--- src/rtl/hippo_mem_port.sv ---
// rtl/hippo_mem_port.sv - flow-controlled valid/ready front-end for a single-port BRAM; optional write acks under HIPPO_MEM_PORT_WACK_EN
module hippo_mem_port #(
   parameter  int DATA_WIDTH   = 8,
   parameter  int DEPTH        = 1024,
   parameter  int READ_LATENCY = 1,
   parameter  int RSP_DEPTH    = 2,
   localparam int ADDR_WIDTH   = $clog2(DEPTH)
) (
   input  logic                  clk_i,
   input  logic                  rst_i,
   input  logic                  req_valid_i,
   output logic                  req_ready_o,
   input  logic                  req_we_i,
   input  logic [ADDR_WIDTH-1:0] req_addr_i,
   input  logic [DATA_WIDTH-1:0] req_wdata_i,
   output logic                  rsp_valid_o,
   input  logic                  rsp_ready_i,
   output logic [DATA_WIDTH-1:0] rsp_rdata_o,
   output logic [ADDR_WIDTH-1:0] mem_addr_o,
   output logic                  mem_we_o,
   output logic [DATA_WIDTH-1:0] mem_wdata_o,
   input  logic [DATA_WIDTH-1:0] mem_rdata_i,
`ifdef HIPPO_MEM_PORT_WACK_EN
   output logic                  rsp_is_wr_o,
`endif
   output logic                  busy_o
);

   localparam int PTR_W = (RSP_DEPTH > 1) ? $clog2(RSP_DEPTH) : 1;
   localparam int CNT_W = $clog2(RSP_DEPTH) + 1;
   localparam int SUM_W = CNT_W + 1;

   logic                    fire;
   logic                    track;
   logic                    push;
   logic                    pop;
   logic [READ_LATENCY-1:0] pipe_vld;
   logic [SUM_W-1:0]        inflight;
   logic [CNT_W-1:0]        fifo_count;
   logic [PTR_W-1:0]        wr_ptr;
   logic [PTR_W-1:0]        rd_ptr;
   logic [DATA_WIDTH-1:0]   fifo_data [RSP_DEPTH];
   logic [DATA_WIDTH-1:0]   push_data;

   assign fire        = req_valid_i & req_ready_o;
   assign mem_addr_o  = req_addr_i;
   assign mem_wdata_o = req_wdata_i;
   assign mem_we_o    = fire & req_we_i;

`ifdef HIPPO_MEM_PORT_WACK_EN
   // Every accepted op takes a response slot; a per-stage flag remembers which were writes.
   logic [READ_LATENCY-1:0] pipe_wr;
   logic                    fifo_wr [RSP_DEPTH];
   assign track     = fire;
   assign push_data = pipe_wr[READ_LATENCY-1] ? '0 : mem_rdata_i;

   // Write-flag pipe runs in lockstep with the valid pipe.
   always_ff @(posedge clk_i) begin
      if (rst_i) begin
         pipe_wr <= '0;
      end else begin
         pipe_wr[0] <= fire & req_we_i;
         for (int i = 1; i < READ_LATENCY; i++) pipe_wr[i] <= pipe_wr[i-1];
      end
   end

   // Write-flag storage alongside the data entries.
   always_ff @(posedge clk_i) begin
      if (push) fifo_wr[wr_ptr] <= pipe_wr[READ_LATENCY-1];
   end

   assign rsp_is_wr_o = rsp_valid_o & fifo_wr[rd_ptr];
`else
   assign track     = fire & ~req_we_i;
   assign push_data = mem_rdata_i;
`endif

   // Valid shift register covering the fixed BRAM read latency.
   always_ff @(posedge clk_i) begin
      if (rst_i) begin
         pipe_vld <= '0;
      end else begin
         pipe_vld[0] <= track;
         for (int i = 1; i < READ_LATENCY; i++) pipe_vld[i] <= pipe_vld[i-1];
      end
   end

   // Count tracked ops still inside the latency pipe.
   always_comb begin
      inflight = '0;
      for (int i = 0; i < READ_LATENCY; i++) inflight = inflight + SUM_W'(pipe_vld[i]);
   end

   // Credit check uses only registered state, so rsp_ready_i never reaches req_ready_o.
   assign req_ready_o = (({1'b0, fifo_count} + inflight) < SUM_W'(RSP_DEPTH));

   assign push        = pipe_vld[READ_LATENCY-1];
   assign rsp_valid_o = (fifo_count != '0);
   assign pop         = rsp_valid_o & rsp_ready_i;
   assign rsp_rdata_o = fifo_data[rd_ptr];
   assign busy_o      = (|pipe_vld) | (fifo_count != '0);

   // Response data storage; data capture needs no reset.
   always_ff @(posedge clk_i) begin
      if (push) fifo_data[wr_ptr] <= push_data;
   end

   // FIFO pointers and occupancy; pointers wrap naturally since RSP_DEPTH is a power of two.
   always_ff @(posedge clk_i) begin
      if (rst_i) begin
         wr_ptr     <= '0;
         rd_ptr     <= '0;
         fifo_count <= '0;
      end else begin
         if (push) wr_ptr <= wr_ptr + 1'b1;
         if (pop)  rd_ptr <= rd_ptr + 1'b1;
         case ({push, pop})
            2'b10:   fifo_count <= fifo_count + 1'b1;
            2'b01:   fifo_count <= fifo_count - 1'b1;
            default: fifo_count <= fifo_count;
         endcase
      end
   end

   // The credit rule must make a push into a full FIFO impossible.
   assert property (@(posedge clk_i) disable iff (rst_i)
      !(push && (fifo_count == CNT_W'(RSP_DEPTH))));

endmodule

--- config.mk ---
export PLATFORM = sky130hd
export DESIGN_NAME = hippo_mem_port
export DESIGN_NICKNAME = d
export VERILOG_FILES = /design/src/rtl/hippo_mem_port.sv
export SDC_FILE = /design/constraint.sdc
export NUM_CORES = 1
export LEC_CHECK = 0
export CORE_MARGIN = 4
export CORE_UTILIZATION = 36
export CTS_CLUSTER_SIZE = 25
export DETAILED_ROUTE_END_ITERATION = 10
export PLACE_DENSITY = 0.79
export SLEW_MARGIN = 15
export SYNTH_ARGS = -nofsm -noshare
export SYNTH_HDL_FRONTEND = slang
export SYNTH_SLANG_ARGS = --single-unit
--- constraint.sdc ---
create_clock -name clk_i -period 2.1 [get_ports clk_i]
set_input_delay 0.42 -clock clk_i [delete_from_list [all_inputs] [get_ports clk_i]]
set_output_delay 0.42 -clock clk_i [all_outputs]
set_load 0.01 [all_outputs]
==> summary.txt, run 1 <==
Yosys
  – Synth Instances: 74
  – Syn. warnings: 0
  – Largest area contributor in the netlist: edfxtp_1
  – Distinct cells, synth: 21
  – Mapped Nets: around 110
  – Synth top area share: roughly half
  – Most frequent cell after synthesis: buf_4
  – Synth Flop Type: edfxtp_1
  – Synth top area cells: edfxtp_1 49%, buf_4 14%, dfxtp_1 12%
  – Sequential share of the synthesized area: 60.99%
  – Number of synthesized flops with an enable pin: 16
  – Mapped cell area: 984.7 sq um
  – Syn Area/Cell: 13.31 sq um
  – Synthesized flop and latch total: 22
  – Post-synth ARST share: 0%
  – Synth cell count leaders: 18 x buf_4, 16 x edfxtp_1, 8 x mux2_2, 6 x dfxtp_1, 6 x nor2_1

STA
  – # setup viols final: 0
  – Final number of hold-violating endpoints: 0
  – Fmax: 496.4 MHz
  – TNS Setup: 0 ns
  – Final hold slack: 0.5283 ns
  – Period utilisation layout: 95.93%
  – Final min period: 2.015 ns
  – RSZ-0062 raised after global routing: false
  – Slew margin rel.: 74.61%
  – Final Max Tran Viols: 0
  – Clk_skew: about 0.0094 ns
  – Pin slew with the least headroom to its limit: 0.3808 ns

Cells and area
  – Final instance area: 1150 sq um
  – Layout cells sized above 1: between 10% and 20%
  – Area growth syn-to-layout: 16.77%
  – Diodes inserted: 0
  – Nets: 116
  – Fin util: 45.18%

Clock network
  – # hold bufs at CTS: 0
  – CTS clk-pin slew, worst paths: between 0.1 and 0.15 ns
  – TritonCTS Buffers: 3
  – TritonCTS clock tree: done
  – Postcts setup bufs: 0
  – Clk Latency, worst-skew pair: 0.29 ns
  – H-tree level count: 1
  – Clk sinks: 22
  – Clock root cell: clkbuf_4
  – Clock buffer depth: 2

Drt
  – Residual DRC: 0
  – DR vias/cell: 4.584
  – ANT nets after route: 0
  – Wirelength, routed: roughly 1500 microns
  – WL per Instance: around 14 microns
  – Via count: 518
  – Initial DRC Count: 3
  – DR pass1 iterations: 2

Power
  – Power Total: 0.9272 mW
  – Peak VDD IR: ~0.00037 V
  – PD cells: between 800 and 900 nW/um^2
  – Pleak: 0.4094 nW

Floorplan
  – Initial Utilization: between 30% and 40%
  – Die height: 60.30 microns
  – Die width: 60.30 microns
  – Core area: 2545 sq um
  – I/O pin cnt: approximately 60
  – Row cnt: 18
  – Die ar.: 3636 sq um

Worst hold path
  – Hold path endpoint: rd_ptr
  – Min-delay worst type: flop to flop
  – Worst hold path depth: 2
  – Hold wc startpoint: rd_ptr

Critical path
  – Cell mode on critical path: clkdlybuf4s50_1
  – Crit Reg-Reg Endpoint: fifo_count[1]
  – R2R setup slack: 0.61 ns
  – Worst r2r path cells: 4
  – CP max stage delay: 0.54 ns
  – CP Max Fanout: 2
  – Critical Path, Cell by Cell: clkdlybuf4s50_1 -> nand3b_1 -> nor2_1 -> clkdlybuf4s50_1
  – CP startpoint kind: primary input
  – Largest delay contributor family on the critical path: buffers and inverters
  – Bufs and invs on worst path: 2
  – Crit. End Element: output pin
  – Critical Path AT: 1.59 ns
  – Worst reg2reg startpoint: fifo_count[1]
  – Required time worst endpoint: 1.68 ns
  – Slowest cell on the critical path: clkdlybuf4s50_1
  – Setup CP Type: primary input to output pin

Global routing
  – Initial antenna violation count: 0
  – Total global routing overflow: 0
  – First-pass GRT wire length: 2387 microns
  – Total track usage: under 10%
  – Pin count of the biggest net entering global routing: 13
  – Vias in the first global route: 543

Status
  – Status: finished, final reports clean

Flow run
  – Max-cap violations: 0

Place
  – Placed Area: around 1100 sq um
  – Post-DP HPWL: 1135 microns
  – Gpl congestion: 0.7066
  – IO buf count: 24
worst max path at each step:
| stage | start | to | depth (start not counted) |
|---|---|---|---|
| after CTS | fifo_count[0] | busy_o | 2 |
| after detailed placement | req_valid_i | mem_we_o | 4 |
| after floorplan | fifo_count[0] | fifo_count[1] | 5 |
| after global placement | req_valid_i | mem_we_o | 4 |
| after global routing | flop | rsp_rdata_o[4] | 2 |
| final | req_valid_i | mem_we_o | 4 |
where the power goes:
| part | switching (mW) | internal (mW) | total (mW) |
|---|---|---|---|
| sequential | 0.0297 | 0.494 | 0.524 |
| combinational | 0.0766 | 0.143 | 0.219 |
| clock | 0.115 | 0.0690 | 0.184 |
| total | 0.222 | 0.706 | 0.927 |
placed cells by master, fill, tap and decap left out:
cell / netlist / routed
or2_2: 1 / 1
nand3b_1: 1 / 1
nor3_1: 1 / 1
or3_1: 1 / 1
clkinv_1: 0 / 1
dlymetal6s2s_1: 0 / 1
xnor2_1: 3 / 3
nor2_1: 6 / 6
edfxtp_1: 16 / 16
clkbuf_4: 0 / 3
dfxtp_1: 6 / 4
inv_1: 2 / 2
xor2_1: 1 / 1
or3_2: 1 / 1
and2_1: 1 / 1
a21oi_1: 2 / 2
ha_1: 1 / 1
o21ai_0: 1 / 1
clkdlybuf4s50_1: 0 / 23
nand2_1: 1 / 1
o21a_1: 1 / 1
buf_4: 18 / 1
dfxtp_2: 0 / 2
mux2_2: 8 / 8
timing repair:
item | CTS | global route
gates resized for setup | 1 | 2
hold endpoints to repair | 0 | 0
endpoints found under the setup margin | 8 | 1
metrics by stage:
stage                     std cells  worst slack [ns]
after floorplan                  74            0.6231
after global placement          109           0.09511
final                           113           0.08542
after global routing            113           0.02548
after CTS                       113          0.008894
after detailed placement        109           0.06569
routing by layer:
metal / up-vias / track usage, % / wire length (microns)
met3: 6 / 3.456 / 197
li1: 253 / - / -
met2: 27 / 14.04 / 680
met5: - / 0 / 0
met1: 232 / 10.31 / 623
met4: 0 / 4.747 / 29
state kept, by name, summed over array words and instances (netlist names), named ones only:
name	count
fifo_count	2
fifo_data	16
rd_ptr	1
pipe_vld	1
wr_ptr	1
cells by family (layout without fill, tap and decap cells):
| kind of cell | after synthesis | count (layout) | synth area share (%) |
|---|---|---|---|
| flip-flops | 22 | 22 | 60.99 |
| adder cells (fa/ha/maj) | 1 | 1 | 1.270 |
| multiplexers | 8 | 8 | 9.149 |
| buffers and inverters | 22 | 31 | 16.14 |
| AO/OA/AOI/OAI | 4 | 4 | 2.287 |
| AND/OR/NAND/NOR | 13 | 13 | 6.608 |
| XOR/XNOR | 4 | 4 | 3.558 |
area by class of cell:
class / instances / area (sq um)
clock buffers: 3 / 22.52
clock inverters: 1 / 3.754
fillers: 240 / 1395
inverters: 2 / 7.507
multi-input cells: 30 / 225.2
flip-flops and latches: 22 / 603.1
well taps: 30 / 37.54
repair buffers: 25 / 250.2
worst reg2reg max path, cell delays in order (launching register included):
cell,delay (ns)
dfxtp_1,0.37
o21a_1,0.21
ha_1,0.33
or3_1,0.37
a21oi_1,0.14
Power figures use the tool's default switching activity.
==> inputs of run 2 (changes only) <==
--- a/config.mk
+++ b/config.mk
@@ -9,7 +9,7 @@
 export CORE_UTILIZATION = 36
 export CTS_CLUSTER_SIZE = 25
 export DETAILED_ROUTE_END_ITERATION = 10
-export PLACE_DENSITY = 0.79
+export PLACE_DENSITY = 0.87
 export SLEW_MARGIN = 15
 export SYNTH_ARGS = -nofsm -noshare
 export SYNTH_HDL_FRONTEND = slang
==> run 2 against run 1 <==
Worst setup slack better by 0.0072 ns. Non-clock buffer count down 1. Utilization down 0.15 points. Sequential power about the same. Maximum frequency up 0.36%. Combinational power about the same. Flip-flop and latch count unchanged. Register-to-register slack worse by 0.03 ns. Critical path type is now flop to output pin. Critical endpoint is now rsp_rdata_o[7]. Largest cell class unchanged.
==> summary.txt, run 2 (synthesis results as in run 1) <==
STA
  – RSZ-0062 raised after global routing: false
  – Period utilisation layout: 95.59% (-0.34 points)
  – Fmax: 498.2 MHz (+0.36%)
  – TNS Setup: 0 ns (unchanged)
  – Slew margin rel.: 56.01% (-19 points)
  – # setup viols final: 0 (unchanged)
  – Final number of hold-violating endpoints: 0 (unchanged)
  – Pin slew with the least headroom to its limit: 0.6574 ns (+0.2766 ns)
  – Clk_skew: 0.006214 ns (-0.003183 ns)
  – Final hold slack: 0.5324 ns (+0.004033 ns)
  – Final min period: 2.007 ns (-0.007151 ns)
  – Final Max Tran Viols: 0 (unchanged)

Critical path
  – CP startpoint kind: flop
  – CP Max Fanout: 8 (+6)
  – Required time worst endpoint: 1.68 ns (about the same)
  – Setup CP Type: flop to output pin
  – Crit. End Element: output pin
  – Critical Path AT: 1.59 ns (about the same)

Global routing
  – Total global routing overflow: 0 (unchanged)
  – Vias in the first global route: 565 (+4.1%)
  – Pin count of the biggest net entering global routing: 13 (unchanged)
  – Total track usage: 9.675% (+0.81 points)
  – Initial antenna violation count: 0 (unchanged)
  – First-pass GRT wire length: 2559 microns (+7.2%)

Place
  – Gpl congestion: 0.7528 (+6.5%)
  – IO buf count: 24 (unchanged)
  – Post-DP HPWL: 1191 microns (+5.0%)

Cells and area
  – Leading cell types in the layout, fill and taps excluded: 22 x clkdlybuf4s50_1, 16 x edfxtp_1, 8 x mux2_2
  – Fill count: 235 (-2.1%)
  – Diodes inserted: 0 (unchanged)
  – Max reg flops: 16 (unchanged)
  – Leading cell type in the layout, fill and taps excluded: clkdlybuf4s50_1
  – Layout cells sized above 1: 19.51% (+0.24 points)
  – Regs by FF count: fifo_data (16), fifo_count (2)
  – Largest reg by FF count: fifo_data
  – Nets: 115 (-0.86%)
  – Area growth syn-to-layout: 16.39%

Drt
  – ANT nets after route: 0 (unchanged)
  – Residual DRC: 0 (unchanged)
  – WL per Instance: 14.63 microns (+8.0%)
  – DR pass1 iterations: 2 (unchanged)
  – Via count: 529 (+2.1%)
  – DR vias/cell: 4.723 (+3.0%)
  – Wirelength, routed: 1638 microns (+7.1%)
  – Initial DRC Count: 6 (+3)

Floorplan
  – Die ar.: 3636 sq um (unchanged)
  – Initial Utilization: 38.69% (unchanged)
  – Row cnt: 18 (unchanged)
  – I/O pin cnt: 61 (unchanged)
  – Core area: 2545 sq um (unchanged)
  – Die width: 60.30 microns (unchanged)
  – Die height: 60.30 microns (unchanged)

Clock network
  – CTS clk-pin slew, worst paths: 0.11 ns (about the same)
  – TritonCTS Buffers: 3 (unchanged)
  – Clk Latency, worst-skew pair: 0.30 ns (about the same)
  – # hold bufs at CTS: 0 (unchanged)
  – Clock root cell: clkbuf_4
  – Clk sinks: 22 (unchanged)
  – TritonCTS clock tree: done
  – H-tree level count: 1 (unchanged)
  – Clock buffer depth: 2 (unchanged)
  – CTS resizes: 2 (+1)
  – Postcts setup bufs: 0 (unchanged)

Power
  – Peak VDD IR: 0.0004124 V (+12%)
  – PD cells: 816.9 nW/um^2 (+1.3%)
  – Pleak: 0.4183 nW (+2.2%)

Worst hold path
  – Min-delay worst type: flop to flop

Status
  – Status: finished, final reports clean

Flow run
  – Max-cap violations: 0 (unchanged)
## run 2: changes by cell type in the layout (fill, tap and decap cells not counted)
cell,previous run,this run
dfxtp_2,2,3
clkbuf_1,0,1
dfxtp_1,4,3
dlymetal6s2s_1,1,2
buf_4,1,0
clkinv_1,1,0
clkdlybuf4s50_1,23,22
## run 2: path summary, 6_finish.rpt
| check | to | slack (ns) | cells past startpoint | start |
|---|---|---|---|---|
| worst max-delay path | rsp_rdata_o[7] | 0.09 | 2 | flop |
| worst min-delay path | rd_ptr | 0.53 | 2 | rd_ptr |
| worst max register to register | fifo_count[1] | 0.58 | 4 | fifo_count[0] |
| worst min register to register | rd_ptr | 0.53 | 2 | rd_ptr |
## run 2: layer usage
metal  track usage, %  share of wire (%)  vias up
met1            10.59                 42      245
met3            3.024                 11        6
met5                0                  0        -
met2            16.36                 46       26
met4            5.696               0.73        0
li1                 -                  -      252
## run 2: area by class of cell
class	instances	area [sq um]	area share (%)
Timing Repair Buffer	24	245.2	21.40
Multi-Input combinational cell	30	225.2	19.65
Tap cell	30	37.54	3.275
Sequential cell	22	604.3	52.73
Inverter	2	7.507	0.6550
Clock buffer	4	26.28	2.293
## run 2: power by group
part           switching, mW  leakage (nW)  internal, mW  total (mW)
logic                 0.0790         0.208         0.141       0.220
registers             0.0321         0.195         0.494       0.526
clock network          0.116        0.0150        0.0739       0.190
total                  0.227         0.418         0.709       0.936
## run 2: through the flow
step                      setup WS, ns  utilization [%]  total power [mW]  instances  area (sq um)
final                          0.09257            45.03            0.9363        112          1146
after global routing           0.01758            45.03            0.9870        112          1146
after CTS                      0.02058            44.79            0.9516        112          1140
after detailed placement       0.08357            43.66            0.7571        108          1111
after global placement         0.08187            43.66            0.7484        108          1111
after floorplan                 0.6231                -            0.6869         74         984.7
## run 2: critical path: stages, from the launching register on
cell             delay (ns)
dfxtp_2                0.45
mux2_2                 0.36
clkdlybuf4s50_1        0.48
==> inputs of run 3 (changes only) <==
--- a/config.mk
+++ b/config.mk
@@ -9,7 +9,7 @@
 export CORE_UTILIZATION = 36
 export CTS_CLUSTER_SIZE = 25
 export DETAILED_ROUTE_END_ITERATION = 10
-export PLACE_DENSITY = 0.87
+export PLACE_DENSITY = 0.79
 export SLEW_MARGIN = 15
 export SYNTH_ARGS = -nofsm -noshare
 export SYNTH_HDL_FRONTEND = slang
==> results of run 3 <==
Final layout, timing and power as in run 1 (identical DEF).
